==> src/rtl/pipeline_result_fifo.sv <==
// Elastic result queue at the tail of a pipelined unit: absorbs up to DEPTH results
// and presents them in order on a valid/ready handshake.
module pipeline_result_fifo #(
  parameter int DATA_WIDTH = 32,
  parameter int DEPTH      = 4
) (
  input  logic                         clk,
  input  logic                         rst,
  input  logic [DATA_WIDTH-1:0]        ins,
  input  logic                         ins_valid,
  output logic                         ins_ready,
  output logic [DATA_WIDTH-1:0]        outs,
  output logic                         outs_valid,
  input  logic                         outs_ready,
  output logic [$clog2(DEPTH+1)-1:0]   count
);

  localparam int PTR_W = (DEPTH > 1) ? $clog2(DEPTH) : 1;
  localparam int CNT_W = $clog2(DEPTH + 1);
  localparam logic [PTR_W-1:0] LAST_SLOT = PTR_W'(DEPTH - 1);
  localparam logic [CNT_W-1:0] FULL_CNT  = CNT_W'(DEPTH);

  if (DEPTH < 2) begin : g_depth_check
    $error("pipeline_result_fifo: DEPTH must be at least 2");
  end

  logic [DATA_WIDTH-1:0] mem [DEPTH];
  logic [PTR_W-1:0]      wr_ptr;
  logic [PTR_W-1:0]      rd_ptr;
  logic [CNT_W-1:0]      cnt;
  logic                  push;
  logic                  pop;

  // All outputs come from registers (and rst), so the pipeline enable never depends on outs_ready.
  assign ins_ready  = !rst && (cnt != FULL_CNT);
  assign outs_valid = !rst && (cnt != '0);
  assign outs       = outs_valid ? mem[rd_ptr] : '0;
  assign count      = rst ? '0 : cnt;

  assign push = ins_valid && ins_ready;
  assign pop  = outs_valid && outs_ready;

  always_ff @(posedge clk) begin
    if (push) begin
      mem[wr_ptr] <= ins;
    end
  end

  always_ff @(posedge clk) begin
    if (rst) begin
      wr_ptr <= '0;
      rd_ptr <= '0;
      cnt    <= '0;
    end else begin
      if (push) begin
        wr_ptr <= (wr_ptr == LAST_SLOT) ? '0 : wr_ptr + 1'b1;
      end
      if (pop) begin
        rd_ptr <= (rd_ptr == LAST_SLOT) ? '0 : rd_ptr + 1'b1;
      end
      // Simultaneous push and pop leaves occupancy unchanged while both pointers move.
      case ({push, pop})
        2'b10:   cnt <= cnt + 1'b1;
        2'b01:   cnt <= cnt - 1'b1;
        default: cnt <= cnt;
      endcase
    end
  end

endmodule

==> config.mk <==
export PLATFORM = sky130hd
export DESIGN_NAME = pipeline_result_fifo
export DESIGN_NICKNAME = d
export VERILOG_FILES = /design/src/rtl/pipeline_result_fifo.sv
export SDC_FILE = /design/constraint.sdc
export NUM_CORES = 1
export LEC_CHECK = 0
export ABC_AREA = 1
export CORE_ASPECT_RATIO = 2
export CORE_MARGIN = 1.5
export CORE_UTILIZATION = 43
export DETAILED_ROUTE_END_ITERATION = 6
export PLACE_DENSITY = 0.63
export SETUP_SLACK_MARGIN = 0.05
export SLEW_MARGIN = 5
export SYNTH_ARGS = -nofsm -noshare
export SYNTH_HDL_FRONTEND = slang
export SYNTH_SLANG_ARGS = --single-unit
==> constraint.sdc <==
create_clock -name clk -period 4.87 [get_ports clk]
set_input_delay 0.487 -clock clk [delete_from_list [all_inputs] [get_ports clk]]
set_output_delay 0.487 -clock clk [all_outputs]
set_load 0.05 [all_outputs]
Yosys cells after proc, flatten, opt, wreduce, memory -nomap -nowiden --
Memories as Yosys holds them, arrays and structs flattened. A register that Yosys moved wholly into a read port is not among the register bits. Cells that the tools add are included.
Operators by class: reductions and logical operators 7, eq/ne operators 5, add/subtract/negate cells 4, multiplexer cells 9
Operator list (count):
- $mux 32 | 1
- $mux 2 | 4
- $eq 2x2->1 const B | 3
- $pmux 3 s2 | 1
- $add 2x1->2 const B | 2
- $logic_and 1x1->1 | 4
- $add 3x1->3 const B | 1
- $mux 3 | 1
- $ne 3x3->1 const B | 1
- $reduce_bool 3->1 | 1
- $sub 3x1->3 const B | 1
- $eq 2x1->1 const B | 1
- $mux 1 | 2
- $reduce_bool 2->1 | 1
- $logic_not 1->1 | 1
Word-level totals: bits in writable memories 128, memories 1, register bits 7, output and inout port bits 37, bits of input ports 36
Memory list:
- mem | words 4, width 32, rd ports 1, clocked after Yosys merged registers in 1, write ports 1, line 27 | logic [DATA_WIDTH-1:0] mem [DEPTH];

Longest topological paths before layout --
Gate-level depths: netlist of the first run.
word-level depth 5, gate-level depth with buffers 13, depth with buffers taken out 13

Worst setup path after synthesis of the first run --
OpenSTA, ideal clock, no wires.
path kind input to register, start point input port rst, end point memory mem[0][0], enable pin, slack 2305 ps, cell stages on the path 3, arrival time 2144 ps, required time 4449 ps, buffers on the path 0, setup time 421 ps, cells stage by stage inv_2 -> nand3_2 -> nor2_1
Between the ends: longest elaborated chain between the ends 5
Ends and longest elaborated chain:
- start: declaration | line 8 | input logic rst,
- $logic_not 1->1 | line 35 | assign ins_ready = !rst && (cnt != FULL_CNT);
- $logic_and 1x1->1 | line 35
- $logic_and 1x1->1 | line 40 | assign push = ins_valid && ins_ready;
- $mux 1 | line 44 | if (push) begin
- $mux 1 (not written as such) | line 45 | mem[wr_ptr] <= ins;
- end: declaration | line 27
Every way passes these cells.

Worst setup path after layout of the first run --
start point input port rst, end point output port outs[25]
Between the ends: longest elaborated chain between the ends 3
Ends and longest elaborated chain:
- $logic_not 1->1 | line 36 | assign outs_valid = !rst && (cnt != '0);
- $logic_and 1x1->1 | line 36
- $mux 32 | line 37 | assign outs = outs_valid ? mem[rd_ptr] : '0;
- end: declaration | line 12 | output logic [DATA_WIDTH-1:0] outs,
Every way passes these cells.

==> results of run 1 <==
[tightest hold or removal path, stage by stage (launching register included)]
cell,delay (ns)
dfxtp_1,0.31
inv_1,0.05
nand2_1,0.05
nand2_1,0.05
nor2_1,0.04
[cell usage in the layout (no fill, tap or decap), types with 6 or more instances in the layout]
| cell | netlist | layout |
|---|---|---|
| a21oi_1 | 35 | 35 |
| nor2_1 | 148 | 144 |
| o21ai_0 | 28 | 28 |
| nand2_1 | 15 | 15 |
| inv_1 | 17 | 17 |
| dfxtp_1 | 9 | 8 |
| edfxtp_1 | 128 | 128 |
| o21ai_1 | 38 | 38 |
| ha_1 | 6 | 6 |
| clkdlybuf4s50_1 | 0 | 72 |
| clkbuf_16 | 0 | 17 |
[synth_stat cells, drive strengths merged]
cell	number	area [um^2]
clkbuf	8	30.0
fa	1	20.0
dfxtp	9	180
o21ai	66	330
inv	19	71.3
edfxtp	128	3840
a21oi	35	175
ha	6	75.1
nand3	3	20.0
nand2	15	56.3
nor2	148	556
buf	15	119
[sequential cells by signal (all words and copies together) (netlist names), named ones only]
register  cells
mem         128
rd_ptr        2
wr_ptr        2
cnt           3
[metal layers]
metal / part of all wire [%] / track usage (%) / up-vias
met5: 0 / 0 / -
met4: 1.3 / 8.03 / 0
met3: 3.4 / 4.26 / 11
met2: 57 / 34.3 / 86
met1: 38 / 18.6 / 1706
li1: - / - / 1716
[kinds of logic after synthesis]
| group | after synthesis | share of synthesized area (%) |
|---|---|---|
| and+or+nand+nor | 166 | 11.5 |
| DFF | 137 | 73.5 |
| AOI/OAI and AO/OA | 101 | 9.23 |
| buffers and inverters | 42 | 4.02 |
| adders and majority gates | 7 | 1.74 |
[cell type report]
cell class,count,area [um^2],area share (%)
Tap cell,150,188,2.72
Clock buffer,18,429,6.21
Clock inverter,14,180,2.61
Timing Repair Buffer,76,751,10.9
Inverter,19,71.3,1.03
Sequential cell,137,4030,58.3
Multi-Input combinational cell,274,1260,18.3
[per-stage QoR]
| stage | instance area (um^2) | worst slack, ns | utilization (%) | power, uW | hold WS, ns |
|---|---|---|---|---|---|
| after floorplan | 5480 | 2.31 | - | 1630 | 0.501 |
| after global placement | 6300 | 1.46 | 50.5 | 1770 | 0.541 |
| after detailed placement | 6300 | 1.38 | 50.5 | 1780 | 0.542 |
| after CTS | 6910 | 1.37 | 55.3 | 3080 | 0.551 |
| after global routing | 6910 | 1.23 | 55.3 | 3170 | 0.583 |
| final | 6910 | 1.40 | 55.3 | 3060 | 0.550 |
[power breakdown]
group          leakage [uW]  total, uW  internal [uW]  switching (uW)
clock network      0.000295       1300            849             454
registers           0.00124       1340           1330            10.4
logic              0.000883        418            131             287
total               0.00241       3060           2310             752
[how the worst max path moves through the flow]
| stage | startpoint | endpoint | slack, ns | cells past startpoint |
|---|---|---|---|---|
| 6_report | rst | outs[25] | 1.40 | 6 |
| 5_1_grt | rst | outs[30] | 1.23 | 6 |
| 4_1_cts | rst | outs[30] | 1.37 | 6 |
| 3_5_place_dp | rst | outs[30] | 1.38 | 6 |
| 3_3_place_gp | rst | outs[13] | 1.46 | 6 |
| 2_1_floorplan | rst | mem[0][0] | 2.31 | 3 |
==> metrics.txt, run 1 <==
slowest cell delay on critical path about 0.83 ns; post-route insts no fill 688; Routed WL per cell between 15 and 20 um; ant diodes 0; DR vias/cell just over 5; hold_buf cts 0; Post-route DRC 0; Fin Clk Skew approximately 0.0073 ns; Overall Global Routing Usage a little under a fifth; most used cell along the critical path clkdlybuf4s50_1; hpwl dp about 6700 um; Yosys cell types 16; slowest CP cell clkdlybuf4s50_1; initial antenna violation count 0; Hold Path Stages 4; gpl congestion 0.740; Startpoint Class primary input; die height approximately 160 um; Initial Util about 44%; Worst Tran Pin Value between 1 and 1.5 ns; first-pass GRT wire length 18400 um; synthesized flop and latch total roughly 140; vias ~3500; Crit. End Element output pin; leak pwr around 0.0024 uW; # port buffers about 70; VDD IR max about 0.00030 V; final WL between 10000 and 15000 um; Ports 73; post-CTS setup buffers 0; Clock Path Buffers 2; syn avg cell area 12.1 um^2; nets approximately 570; syn_nets ~500; FILL cells approximately 1100; total of max-cap violations 0; clock sinks 137; Cells after Synth between 400 and 500; vias in the first global route ~3700; critical path cell sequence clkdlybuf4s50_1 -> inv_2 -> nand2_1 -> buf_4 -> a21oi_1 -> clkdlybuf4s50_1; crit path buf inv count 4; GR Overflow Total 0; Worst Reg-to-Reg Cells 4; largest net degree at the start of global routing 65; layout overhead on the synthesized area 26.1%; synth warn 0; Worst R2R Setup Slack about 2.8 ns; max_slew headroom a little over a quarter; worst-path maximum fanout 18; min cycle time layout ~3.5 ns; worst hold path type flop to flop; RSZ-0062 raised after global routing false; status finished clean; reg-to-reg endpoint mem[3][17]; DIE AREA 13500 um^2; critical path class primary input to output pin; ratio of cells with drive above 1 in the final layout roughly 7.6%; sequential fraction of the synthesis area between 70% and 80%; Fmax between 200 and 300 MHz; CTS resizes 0; Die W 82.8 um; CTS tree built; Worst Path Arrival 2.99 ns; Reg clk slew, reported paths approximately 0.05 ns; Site Rows 58; Clock Tree Root clkbuf_16; Reg-to-Reg Start cnt[1]; Final Hold Viols 0; Critical Path RT 4.38 ns; Cell Pwr Density roughly 440 nW/um^2; Mapped Area ~5500 um^2; Tcrit/Tclk final a little under three quarters; antenna viol nets, final 0; H-tree levels 4; Detailed Routing Iterations Pass 1 5; Hold Crit Endpoint rd_ptr[1]; CTS buffer count 17; Placed Cells 656; Hold Path Origin rd_ptr[1]; Top delay family on crit path buffers and inverters; initial DRC count ~220; worst skew pair latency 0.41 ns; Slew Limit Fails 0; # setup viols final 0; core area 12500 um^2; Setup TNS 0 ns
Note: power is estimated with default switching activity, not from simulation.
==> run 2, diff against run 1 <==
Settings changed: PLACE_DENSITY 0.63 to 0.65.
Clock period 4.87 ns to 3.1 ns, I/O delays scaled along.
==> run 2 against run 1 <==
First-iteration DRC count increased by 28%. Hold slack lost 0.024 ns. Clock skew is 0.0026 ns higher. Clock power increased by 54%. Critical path depth fell by 1. Critical path type is now flop to output pin.
==> metrics.txt, run 2 (same netlist as run 1, synthesis figures left out) <==
status finished clean; Crit. End Element output pin; multi-input logic area approximately 1300 um^2; Slew Limit Fails 0; CTS buffer count 17; Initial Util a little over two fifths; ratio of cells with drive above 1 in the final layout around 15%; VDD IR max around 0.00044 V; max_slew headroom 47.9%; clock sinks around 140; CTS tree built; leak pwr 0.00260 uW; final WL roughly 12000 um; vias in the first global route around 3700; Tcrit/Tclk final 85.7%; post-CTS setup buffers 0; initial antenna violation count 0; Critical Path RT ~2.8 ns; placed cell area approximately 6700 um^2; FILL cells 943; Placed Cells between 600 and 700; DR vias/cell ~5.2; RSZ-0062 raised after global routing false; Detailed Routing Iterations Pass 1 7; Worst Setup Slack, final about 0.44 ns; GR Overflow Total 0; gpl congestion 0.744; largest net degree at the start of global routing 65; fin area ~7300 um^2; commonest non-fill, non-tap cell in the layout nor2_1; register area between 4000 and 5000 um^2; # port buffers 72; Clock Path Buffers 2; worst hold path type flop to flop; layout overhead on the synthesized area 33.5%; ant diodes 0; Util after Layout around three fifths; # setup viols final 0; Overall Global Routing Usage 17.7%; Fin Clk Skew 0.00989 ns; antenna viol nets, final 0; hpwl dp 7180 um; Worst Tran Pin Value 0.780 ns; die height roughly 160 um; post-route insts no fill approximately 690; Die W 82.8 um; vias between 3000 and 4000; most frequent cells in the layout nor2_1 (144), edfxtp_1 (128), clkdlybuf4s50_1 (39), o21ai_1 (38), buf_12 (36); worst skew pair latency between 0.4 and 0.5 ns; Worst Path Arrival 2.35 ns; first-pass GRT wire length between 15000 and 20000 um; Place WS 0.371 ns; Final Hold Viols 0; Fmax between 300 and 400 MHz; Startpoint Class flop; Reg clk slew, reported paths 0.06 ns; Post-route DRC 0; min cycle time layout 2.66 ns; Cell Pwr Density 668 nW/um^2; H-tree levels 4; total of max-cap violations 0; Clock Tree Root clkbuf_16; core area about 12000 um^2; DIE AREA 13500 um^2; Setup TNS 0 ns; Top Registers mem x128, cnt x3; Ports between 70 and 80; Routed WL per cell 16.7 um; critical path class flop to output pin; Biggest register mem; worst-path maximum fanout 34; nets around 570; initial DRC count 276; Site Rows between 50 and 60; max FFs per register 128
-- run 2: worst max-delay path: stages (launching register included) --
cell and delay, ns:
dfxtp_4 0.63, clkinvlp_4 0.48, nor2_1 0.18, o21ai_0 0.10
a21oi_1 0.33, buf_12 0.19
-- run 2: worst paths after layout --
path	from	to	slack, ns	depth (start not counted)
setup / recovery	flop	outs[28]	0.44	5
hold / removal	rd_ptr[1]	flop	0.53	4
setup reg to reg	cnt[1]	cnt[2]	1.07	10
hold reg to reg	rd_ptr[1]	flop	0.53	4
-- run 2: repair_timing --
item,4_1_cts,5_1_grt
hold buffers,0,0
gates resized for setup,2,1
setup endpoints to repair,32,32
hold endpoints to repair,0,0
gates cloned,1,0
-- run 2: report_power, final --
group          leakage, uW  switching [uW]  total (uW)  internal [uW]
Sequential         0.00124            30.9        2110           2080
Combinational      0.00107             467         771            304
Clock             0.000291             737        2000           1260
-- run 2: layout make-up --
cell class,instances,share of cell area (%)
flip-flops and latches,137,55.1
multi-input cells,274,17.3
repair buffers,80,15.7
clock buffers,17,5.82
well taps,150,2.57
clock inverters,15,2.41
inverters,19,1.03
repair inverters,1,0.103
-- run 2: through the flow --
step,power [uW],hold WS [ns]
after global routing,5040,0.541
after CTS,4910,0.523
final,4880,0.527
after global placement,2910,0.512
after floorplan,2570,0.409
after detailed placement,2920,0.522
-- run 2: routing by layer --
metal / track usage (%) / wire (um)
met1: 18.7 / 4320
met2: 32.8 / 6630
met3: 4.66 / 474
met4: 7.58 / 133
met5: 0 / 0
==> run 3, diff against run 2 <==
Settings changed: CTS_BUF_LIST from default to sky130_fd_sc_hd__clkbuf_8, GPL_TIMING_DRIVEN from default to 0.
==> run 3 against run 2 <==
Maximum frequency decreased by 8.4%. Design area is 5.0% lower. Critical path depth is the same. Critical path type unchanged. Largest cell class unchanged. Hold slack lost 0.011 ns. Utilization shrank 2.9 points.
==> metrics.txt, run 3 (same netlist as run 1, synthesis figures left out) <==
status finished clean; FILL cells roughly 1100; Worst Path Arrival 2.59 ns; Ports 73; commonest non-fill, non-tap cell in the layout nor2_1; Detailed Routing Iterations Pass 1 5; largest net degree at the start of global routing 27; Pwr Total around 4400 uW; hpwl dp between 7000 and 8000 um; Startpoint Class flop; Tcrit/Tclk final 93.5%; die height 163 um; vias approximately 3700; Clock Tree Root clkbuf_8; ratio of cells with drive above 1 in the final layout 9.98%; Site Rows 58; total of max-cap violations 0; clock sinks 137; # setup viols final 0; nets around 590; Top Registers mem x128, cnt x3; core area roughly 12000 um^2; DIE AREA between 10000 and 15000 um^2; Fin Clk Skew 0.00793 ns; Reg clk slew, reported paths about 0.070 ns; ant diodes 0; min cycle time layout 2.90 ns; initial DRC count about 200; Final Hold Viols 0; max FFs per register ~130; Worst Tran Pin Value roughly 0.66 ns; Cell Pwr Density between 600 and 700 nW/um^2; Die W approximately 83 um; Crit. End Element output pin; layout overhead on the synthesized area 26.8%; Critical Path RT 2.79 ns; Place WS 0.185 ns; Setup TNS 0 ns; hold_buf cts 0; first-pass GRT wire length 18500 um; worst hold path type primary input to flop; Clock Path Buffers 2; post-CTS setup buffers 0; post-route insts no fill 711; final WL 12000 um; critical path class flop to output pin; worst-path maximum fanout 10; initial antenna violation count 0; vias in the first global route 3773; Post-route DRC 0; worst skew pair latency 0.43 ns; GR Overflow Total 0; leak pwr roughly 0.0024 uW; # port buffers 72; CTS tree built; CTS buffer count 17; Worst Setup Slack, final 0.201 ns; Initial Util 43.9%; Biggest register mem; Overall Global Routing Usage a little under a fifth; Fmax around 340 MHz; RSZ-0062 raised after global routing false; VDD IR max 0.000426 V; antenna viol nets, final 0; Slew Limit Fails 0; DR vias/cell roughly 5.2; Util after Layout ~56%; max_slew headroom a little under three fifths; H-tree levels 4; Routed WL per cell 16.9 um; gpl congestion roughly 0.79; most frequent cells in the layout nor2_1 (144), edfxtp_1 (128), clkdlybuf4s50_1 (72), o21ai_1 (38), a21oi_1 (35); Placed Cells 679
## run 3: worst max-delay path, cell delays in order (launching register included)
cell and delay (ns):
dfxtp_1 0.33, inv_2 0.14, clkbuf_1 0.45, o21ai_0 0.18, a21oi_1 0.23, clkdlybuf4s50_1 0.84
## run 3: cell type report
type                    count  area [um^2]  share of cell area, %
plain buffers              23          150                   2.16
flip-flops and latches    137         4020                   57.9
repair buffers             76          808                   11.6
inverters                  19         71.3                   1.03
clock inverters            15          209                   3.01
multi-input cells         274         1260                   18.2
clock buffers              17          234                   3.37
well taps                 150          188                   2.70
## run 3: layer usage
layer  vias up  wire length, um  GRT usage, %
li1       1757                -             -
met1      1768             4560          18.9
met2       119             6660          33.5
met3        28              504          3.70
met4         0              311          10.9
met5         -                0             0
## run 3: final timing paths
| check | startpoint | to | slack (ns) | cells after the start |
|---|---|---|---|---|
| worst max-delay path | flop | outs[2] | 0.20 | 5 |
| worst min-delay path | ins[10] | mem[3][10] | 0.52 | 1 |
| worst max register to register | cnt[1] | cnt[2] | 1.11 | 12 |
| worst min register to register | cnt[0] | cnt[0] | 0.56 | 2 |
## run 3: repair_timing
item / CTS / global route
hold endpoints to repair: 0 / 0
endpoints found under the setup margin: 0 / 1
resized for setup: 0 / 2
## run 3: report_power, final
group	internal, uW	switching (uW)
combinational	233	466
sequential	2080	17.0
clock	946	637
total	3260	1120
## run 3: metrics by stage
stage               hold WS [ns]  cell area [um^2]
floorplan                  0.409              5480
CTS                        0.494              6950
detailed placement         0.554              6500
finish                     0.515              6950
global placement           0.520              6380
global route               0.506              6950
